==> src/rtl/dcache_wb.sv <==
// Direct-mapped, write-back, write-allocate data cache with 2-word blocks, LL/SC and halt flush.
// Define DCACHE_HITCNT_EN to add hit/miss counters and the final counter write to FLUSH_ADDR.
module dcache_wb #(
  parameter int          SETS       = 8,
  parameter logic [31:0] FLUSH_ADDR = 32'h3100
) (
  input  logic        CLK,
  input  logic        nRST,
  input  logic        halt,
  input  logic        dmemREN,
  input  logic        dmemWEN,
  input  logic        datomic,
  input  logic [31:0] dmemaddr,
  input  logic [31:0] dmemstore,
  output logic        dhit,
  output logic [31:0] dmemload,
  output logic        flushed,
  output logic        dREN,
  output logic        dWEN,
  output logic [31:0] daddr,
  output logic [31:0] dstore,
  input  logic [31:0] dload,
  input  logic        dwait
);

  localparam int IDX_W = $clog2(SETS);
  localparam int TAG_W = 32 - IDX_W - 3;
  localparam logic [IDX_W-1:0] LAST_IDX = IDX_W'(SETS - 1);

  localparam logic [3:0] IDLE      = 4'd0;
  localparam logic [3:0] WB0       = 4'd1;
  localparam logic [3:0] WB1       = 4'd2;
  localparam logic [3:0] FETCH0    = 4'd3;
  localparam logic [3:0] FETCH1    = 4'd4;
  localparam logic [3:0] FLUSH_CHK = 4'd5;
  localparam logic [3:0] FLUSH_WB0 = 4'd6;
  localparam logic [3:0] FLUSH_WB1 = 4'd7;
`ifdef DCACHE_HITCNT_EN
  localparam logic [3:0] CNT_WR    = 4'd8;
`endif
  localparam logic [3:0] FLUSHED   = 4'd9;

  logic [3:0]       state;
  logic [SETS-1:0]  valid;
  logic [SETS-1:0]  dirty;
  logic [TAG_W-1:0] tags  [SETS];
  logic [31:0]      word0 [SETS];
  logic [31:0]      word1 [SETS];
  logic             link_valid;
  logic [29:0]      link_addr;
  logic [IDX_W-1:0] flush_idx;

  logic [IDX_W-1:0] req_idx;
  logic [TAG_W-1:0] req_tag;
  logic             req_off;
  logic             hit;
  logic             link_match;
  logic             is_sc;
  logic             do_store;
  logic             miss;
  logic [3:0]       walk_done;

  assign req_idx    = dmemaddr[IDX_W+2:3];
  assign req_tag    = dmemaddr[31:IDX_W+3];
  assign req_off    = dmemaddr[2];
  assign hit        = valid[req_idx] && (tags[req_idx] == req_tag);
  assign link_match = link_valid && (link_addr == dmemaddr[31:2]);
  assign is_sc      = dmemWEN && datomic;

`ifdef DCACHE_HITCNT_EN
  logic [31:0] hits;
  logic [31:0] misses;
  logic        unused;
  assign walk_done = CNT_WR;
  assign unused    = &{1'b0, dmemaddr[1:0]};

  always_ff @(posedge CLK or negedge nRST) begin
    if (!nRST) begin
      hits   <= '0;
      misses <= '0;
    end else begin
      if (dhit) hits <= hits + 32'd1;
      if (miss) misses <= misses + 32'd1;
    end
  end
`else
  logic unused;
  assign walk_done = FLUSHED;
  assign unused    = &{1'b0, dmemaddr[1:0], FLUSH_ADDR};
`endif

  // A failed SC still completes as a hit, returning 0 without touching the line.
  always_comb begin
    dhit     = 1'b0;
    dmemload = '0;
    flushed  = 1'b0;
    dREN     = 1'b0;
    dWEN     = 1'b0;
    daddr    = '0;
    dstore   = '0;
    do_store = 1'b0;
    miss     = 1'b0;
    case (state)
      IDLE: begin
        if (!halt) begin
          if (is_sc) begin
            dhit = 1'b1;
            if (hit && link_match) begin
              dmemload = 32'd1;
              do_store = 1'b1;
            end
          end else if (dmemREN || dmemWEN) begin
            if (hit) begin
              dhit = 1'b1;
              if (dmemREN) dmemload = req_off ? word1[req_idx] : word0[req_idx];
              if (dmemWEN) do_store = 1'b1;
            end else begin
              miss = 1'b1;
            end
          end
        end
      end
      WB0: begin
        dWEN   = 1'b1;
        daddr  = {tags[req_idx], req_idx, 1'b0, 2'b00};
        dstore = word0[req_idx];
      end
      WB1: begin
        dWEN   = 1'b1;
        daddr  = {tags[req_idx], req_idx, 1'b1, 2'b00};
        dstore = word1[req_idx];
      end
      FETCH0: begin
        dREN  = 1'b1;
        daddr = {req_tag, req_idx, 1'b0, 2'b00};
      end
      FETCH1: begin
        dREN  = 1'b1;
        daddr = {req_tag, req_idx, 1'b1, 2'b00};
      end
      FLUSH_WB0: begin
        dWEN   = 1'b1;
        daddr  = {tags[flush_idx], flush_idx, 1'b0, 2'b00};
        dstore = word0[flush_idx];
      end
      FLUSH_WB1: begin
        dWEN   = 1'b1;
        daddr  = {tags[flush_idx], flush_idx, 1'b1, 2'b00};
        dstore = word1[flush_idx];
      end
`ifdef DCACHE_HITCNT_EN
      CNT_WR: begin
        dWEN   = 1'b1;
        daddr  = FLUSH_ADDR;
        dstore = hits - misses;
      end
`endif
      FLUSHED: flushed = 1'b1;
      default: ;
    endcase
  end

  // The first fetched word lands in the line immediately; the tag and valid bit
  // only change once the second word arrives, so a reset mid-fill leaves nothing valid.
  always_ff @(posedge CLK or negedge nRST) begin
    if (!nRST) begin
      state      <= IDLE;
      valid      <= '0;
      dirty      <= '0;
      link_valid <= 1'b0;
      link_addr  <= '0;
      flush_idx  <= '0;
      for (int i = 0; i < SETS; i++) begin
        tags[i]  <= '0;
        word0[i] <= '0;
        word1[i] <= '0;
      end
    end else begin
      case (state)
        IDLE: begin
          if (halt) begin
            state     <= FLUSH_CHK;
            flush_idx <= '0;
          end else if (do_store) begin
            if (req_off) word1[req_idx] <= dmemstore;
            else         word0[req_idx] <= dmemstore;
            dirty[req_idx] <= 1'b1;
            if (link_match) link_valid <= 1'b0;
          end else if (dhit && dmemREN && datomic) begin
            link_addr  <= dmemaddr[31:2];
            link_valid <= 1'b1;
          end else if (miss) begin
            state <= (valid[req_idx] && dirty[req_idx]) ? WB0 : FETCH0;
          end
        end
        WB0: if (!dwait) state <= WB1;
        WB1: if (!dwait) state <= FETCH0;
        FETCH0: begin
          if (!dwait) begin
            word0[req_idx] <= dload;
            state          <= FETCH1;
          end
        end
        FETCH1: begin
          if (!dwait) begin
            word1[req_idx] <= dload;
            tags[req_idx]  <= req_tag;
            valid[req_idx] <= 1'b1;
            dirty[req_idx] <= 1'b0;
            state          <= IDLE;
          end
        end
        FLUSH_CHK: begin
          if (valid[flush_idx] && dirty[flush_idx]) state <= FLUSH_WB0;
          else if (flush_idx == LAST_IDX) state <= walk_done;
          else flush_idx <= flush_idx + 1'b1;
        end
        FLUSH_WB0: if (!dwait) state <= FLUSH_WB1;
        FLUSH_WB1: begin
          if (!dwait) begin
            dirty[flush_idx] <= 1'b0;
            state            <= FLUSH_CHK;
          end
        end
`ifdef DCACHE_HITCNT_EN
        CNT_WR: if (!dwait) state <= FLUSHED;
`endif
        FLUSHED: state <= FLUSHED;
        default: state <= IDLE;
      endcase
    end
  end

endmodule

==> config.mk <==
export PLATFORM = sky130hd
export DESIGN_NAME = dcache_wb
export DESIGN_NICKNAME = d
export VERILOG_FILES = /design/src/rtl/dcache_wb.sv
export SDC_FILE = /design/constraint.sdc
export NUM_CORES = 2
export LEC_CHECK = 0
export ABC_AREA = 1
export CORE_ASPECT_RATIO = 1.1
export CORE_MARGIN = 2
export CORE_UTILIZATION = 29
export DETAILED_ROUTE_END_ITERATION = 16
export PLACE_DENSITY = 0.54
export REMOVE_ABC_BUFFERS = 1
export SLEW_MARGIN = 40
export SYNTH_ARGS = -nofsm -noshare
export SYNTH_HDL_FRONTEND = slang
export SYNTH_SLANG_ARGS = --single-unit
==> constraint.sdc <==
create_clock -name CLK -period 3.25 [get_ports CLK]
set_clock_uncertainty 0.1 [all_clocks]
set_input_delay 0.325 -clock CLK [delete_from_list [all_inputs] [get_ports CLK]]
set_output_delay 0.325 -clock CLK [all_outputs]
set_load 0.02 [all_outputs]
# Word level (Yosys, flattened, before mapping)
# Index checks and enable logic that the tools add are counted.
# totals
in_bits,103
reg_bits,774
elab_cells,211
output_inout_bits,100
# classes
n_lt_le_gt_ge,7
bitwise,11
n_addsub,1
eq_ne,29
n_reduce_logical,28
mux,105
# ops
cell,n
256-bit 2-to-1 mux,8
256-bit bitwise mux,4
256-bit case mux with 2 select lines,2
32-bit 2-to-1 mux,16
32-bit binary-select mux with 3-bit select,4
208-bit bitwise mux,1
32-bit case mux with 6 select lines,1
26-bit binary-select mux with 3-bit select,2
26-bit 2-to-1 mux,5
32-bit case mux with 4 select lines,1
32-bit demux with 3-bit select,1
26-bit demux with 3-bit select,1
4-bit 2-to-1 mux,12
4-bit case mux with 9 select lines,1
8-bit 2-to-1 mux,4
30-bit == test,1
1-bit 2-to-1 mux,30
2-bit inequality test (second input constant),14
26-bit == test,1
8-bit case mux with 3 select lines,1
8-bit bitwise AND,2
4-bit by 3-bit == test with 1-bit output (second input constant),4
8-bit inverter,2
8-bit bitwise OR,2
other kinds (28),61

# Longest topological paths before layout
# depth
ltp_word,17
mapped_depth,22
mapped_depth_nobuf,19

# Worst setup path before layout
# Ideal clock, no wire load.
# synth_timing
path_kind,input port to output port
start,in dmemaddr[5]
end,out dmemload[3]
cell_stages,12
n_path_buf,5
required_ns,2.825
slack_ns,0.246
arrival_ns,2.579
cell_sequence,buf_4 -> nor2_4 -> buf_2 -> inv_1 -> nor2_1 -> buf_2 -> buf_1 -> clkbuf_1 -> nand2_1 -> nand4_1 -> nor2_1 -> a211oi_1
# synth_between
elab_chain_len,11
word_cells_on_any_way,21
cone_classes,eq/ne: 1; mux: 18; bitwise: 1; reduce/logical: 1
# synth_rtl
element,line,rtl
start: declaration,13,"input logic [31:0] dmemaddr,"
3-bit inverter with 4-bit output (not written as such),"66, 115",
26-bit binary-select mux with 3-bit select or 32-bit binary-select mux with 3-bit select (tied branches),"66, 115",
26-bit 2-to-1 mux (not written as such) or 32-bit 2-to-1 mux (tied branches) (2 in a row),"66, 115",
26-bit == test or 32-bit 2-to-1 mux (tied branches),"66, 115",
1-bit logical AND or 32-bit 2-to-1 mux (tied branches),"66, 115",
32-bit 2-to-1 mux *,113,if (hit) begin
32-bit 2-to-1 mux *,112,end else if (dmemREN || dmemWEN) begin
32-bit 2-to-1 mux *,106,if (is_sc) begin
32-bit 2-to-1 mux *,105,if (!halt) begin
32-bit 2-to-1 mux *,103,case (state)
end: declaration,16,"output logic [31:0] dmemload,"
# Mark *: on every way between the ends. The rest lies on a longest branch, timed or not. The select of a mux whose other input is x is not followed.

# Final worst setup path
# layout_timing
start,reg tags[88] (netlist name)
end,out dmemload[28]
# layout_between
elab_chain_len,10
# layout_rtl
element,line,rtl
start: declaration,46,logic [TAG_W-1:0] tags [SETS];
start signal: indexed assignment,207,tags[req_idx] <= req_tag;
26-bit binary-select mux with 3-bit select,66,assign hit = valid[req_idx] && (tags[req_idx] == req_tag);
26-bit 2-to-1 mux (not written as such) (2 in a row),66,
26-bit == test,66,
1-bit logical AND,66,
32-bit 2-to-1 mux,113,
32-bit 2-to-1 mux,112,
32-bit 2-to-1 mux,106,
32-bit 2-to-1 mux,105,
32-bit 2-to-1 mux,103,
# No other way between the ends. The select of a mux whose other input is x is not followed.

==> flow_summary.yaml <==
critical_path:
  critPathRequiredTime_ns: 2.82
  arrival_time_worst_endpoint_ns: 3.36
  critical_path.startpoint_type: "register"
  cp-end-kind: "primary output"
  critPathKind: "reg -> out"
  critPathMaxFanout: 5
floorplan:
  dieWidth_um: 401.6
  rows: 160
  initial_utilization_pct: 29.18
  io-pin-count: 203
  die-area_sq_mm: 0.1772
  design.core.area_sq_mm: 0.1728
  die-height_um: 441.3
detailed_routing:
  via_per_inst: 5.831
  route.detailed.wl_per_inst_um: 25.79
  drc: 0
  wl_mm: 266.9
  drt_first_iter_violations: 8052
  ant_nets: 0
  drt_pass_1_iters: 6
  vias: 60367
global_route:
  grt_max_degree: 185
  grtUsageTotal_pct: 28.63
  first_global_vias: 55932
  antenna_found_initial: 17
  grt_first_pass_wirelength_mm: 381.4
  globalRoute.totalOverflow: 0
power_and_ir_drop:
  power.total_mw: 49.88
  leakage_nw: 30.70
  cell_area_power_density_mw_per_mm2: 731.2
  vdd_drop_max_v: 0.0006976
yosys:
  synthCells: 7471
  synth_cell_types: 48
  mappedNetlistArea_sq_mm: 0.05042
  post_synth_main_area_contributors: "sky130_fd_sc_hd__dfrtp_1 38%, sky130_fd_sc_hd__nand2_1 21%, sky130_fd_sc_hd__o21ai_0 8.6%, sky130_fd_sc_hd__nand4_1 7.0%, sky130_fd_sc_hd__inv_1 3.8%"
  yosys_warnings: 0
  area_leader_netlist: "sky130_fd_sc_hd__dfrtp_1"
  part_of_the_yosys_area_used_for_sequential_elements_pct: 38.41
  yosys.area.top_type_share_pct: 38.41
  yosys_register_bits: 774
  synth_area_per_cell_sq_um: 6.749
timing:
  drv_slew: 0
  totalNegativeSetupSlack_ns: -17.94
  final_critical_path_setup_slack_ns: -0.5363
  timing.max_slew.rel_slack_pct: 38.12
  max_clk_rate_mhz: 264.1
  setup_repair_after_global_routing_missed_its_margin: "true"
  worstMarginPinSlew_ns: 0.9281
  timing.final.setup_violations: 72
  post-route-period-util_pct: 116.5
  report.final.hold_viol_count: 0
  fin_crit_ns: 3.786
layout:
  stdcell_count: 10352
  area.growth.synth_to_final_pct: 35.29
  layout.cells.most_common: "sky130_fd_sc_hd__nand2_1"
  fillerInstances: 17708
  nNetsFinal: 8109
  layout-drive-gt1-share_pct: 18.75
  most-common-layout-cells: "2805 x sky130_fd_sc_hd__nand2_1, 804 x sky130_fd_sc_hd__o21ai_0, 774 x sky130_fd_sc_hd__dfrtp_1"
clock_tree:
  cts_htree_levels: 3
  cts.path.max_buffers: 3
  insertion_delay_ns: 0.74
  numCtsBuffers: 98
  clkSlewWorstSetupHoldPaths_ns: 0.07
  cts_tree: "done"
  clockRootBuffer: "sky130_fd_sc_hd__clkbuf_16"
  cts_sinks: 774
outcome:
  outcome: "complete, but fails checks"
  violations: "setup timing"
run:
  cap_viol_max_count: 0
min_path:
  worst_hold_path_type: "in -> reg"
placement:
  placed_cells: 9922
  buffer_ports.inserted: 198
  routabilityCongestion: 0.9239
  dpl.hpwl_mm: 162.0
  pre_cts_ws_ns: -1.022
## kinds of logic after synthesis
family | after synthesis | synth area share (%)
AND/OR/NAND/NOR | 3938 | 32.66
AO/OA/AOI/OAI | 1562 | 18.76
buffers and inverters | 1184 | 9.939
flip-flops | 774 | 38.41
XOR/XNOR | 10 | 0.1737
adder cells (fa/ha/maj) | 2 | 0.04962
other | 1 | 0.007438
## metal layers
layer	GRT usage (%)	share of wire (%)	up-vias	wire length, um
met4	15.99	6.5	14	17470
met2	43.43	42	4037	113400
li1	-	-	26318	-
met1	37.68	39	29017	104700
met5	0	0.030	-	81
met3	6.396	12	981	31280
## synthesized netlist by cell type (all sizes together)
cell and number:
o21a 3, conb 1, nand3 117, clkbuf 451
o2bb2ai 11, a211oi 15, a41oi 3, nand4 566
nor4 3, dfrtp 774, a211o 1, o41ai 33
inv 519, a22oi 58, or2 3, a21oi 46
nor3 8, nand2 2846, xnor2 3, o21ai 901
o221ai 4, a41o 6, o31ai 8, a31o 3
o22ai 211, a22o 17, xor2 7, o2111ai 55
a221oi 143, nor2 395, clkinv 9, ha 2
buf 205, o211ai 42, a221o 2
## repair_timing
item | in CTS | in global routing
endpoints found under the setup margin | 108 | 596
pin swaps | 132 | 172
setup buffers | 162 | 97
gates cloned | 17 | 7
gates resized for setup | 790 | 340
endpoints found under the hold margin | 237 | 0
hold buffers | 3 | 0
## power breakdown
group	internal, mW	switching, mW	total [mW]
clock network	6.47	4.84	11.3
registers	12.6	2.31	14.9
logic	8.04	15.6	23.6
## final cells by class
type                       instances  area, sq um  share of cell area, %
antenna                            4        10.01                0.01467
clock buffer                     146         2855                  4.186
clock inverter                    30        369.1                 0.5411
inverter                         528         2103                  3.084
multi-input combinational       5514        28230                  41.39
sequential                       774        19370                  28.40
tap                             2268         2838                  4.160
timing repair buffer            1087        12430                  18.22
timing repair inverter             1        8.758                0.01284
## registers in the layout, summed over array words and instances (netlist names)
signal	cells
word0	256
word1	256
tags	208
link_addr	30
dirty	8
valid	8
state	4
flush_idx	3
link_valid	1
## critical path, cell delays in order, from the launching register on
cell,delay (ns)
sky130_fd_sc_hd__dfrtp_1,0.39
sky130_fd_sc_hd__inv_1,0.10
sky130_fd_sc_hd__nand2_1,0.07
sky130_fd_sc_hd__nand3_1,0.08
sky130_fd_sc_hd__nand2_1,0.07
sky130_fd_sc_hd__o21ai_1,0.14
sky130_fd_sc_hd__nand2_1,0.08
sky130_fd_sc_hd__nor2_2,0.11
sky130_fd_sc_hd__nand2_1,0.14
sky130_fd_sc_hd__nor2_4,0.14
sky130_fd_sc_hd__nand2_2,0.08
sky130_fd_sc_hd__nor2_2,0.13
sky130_fd_sc_hd__nand4_1,0.18
sky130_fd_sc_hd__buf_12,0.23
sky130_fd_sc_hd__buf_16,0.17
sky130_fd_sc_hd__a211oi_2,0.16
sky130_fd_sc_hd__buf_4,0.20
sky130_fd_sc_hd__buf_6,0.13
## final timing paths
check | slack (ns) | cells past startpoint | endpoint | startpoint
max | -0.54 | 17 | dmemload[28] | tags[88]$_DFFE_PN0P_
min | 0.07 | 5 | link_addr[3]$_DFFE_PN0P_ | dmemaddr[5]
max reg2reg | 0.09 | 20 | word1[45]$_DFFE_PN0P_ | tags[88]$_DFFE_PN0P_
min reg2reg | 0.37 | 2 | word0[140]$_DFFE_PN0P_ | word0[140]$_DFFE_PN0P_
max in group asynchronous | 1.43 | 5 | tags[56]$_DFFE_PN0P_ | nRST
min in group asynchronous | 0.51 | 3 | word1[103]$_DFFE_PN0P_ | nRST
## per-stage QoR
step | hold WS [ns] | cell area [sq um] | utilization (%)
after floorplan | -0.07059 | 47390 | -
after detailed placement | 0.2003 | 59270 | 34.31
final | 0.07217 | 68210 | 39.48
after global placement | 0.2008 | 59270 | 34.31
after CTS | 0.08463 | 66290 | 38.37
after global routing | 0.09566 | 68200 | 39.48
(Power assumes the default switching activity.)
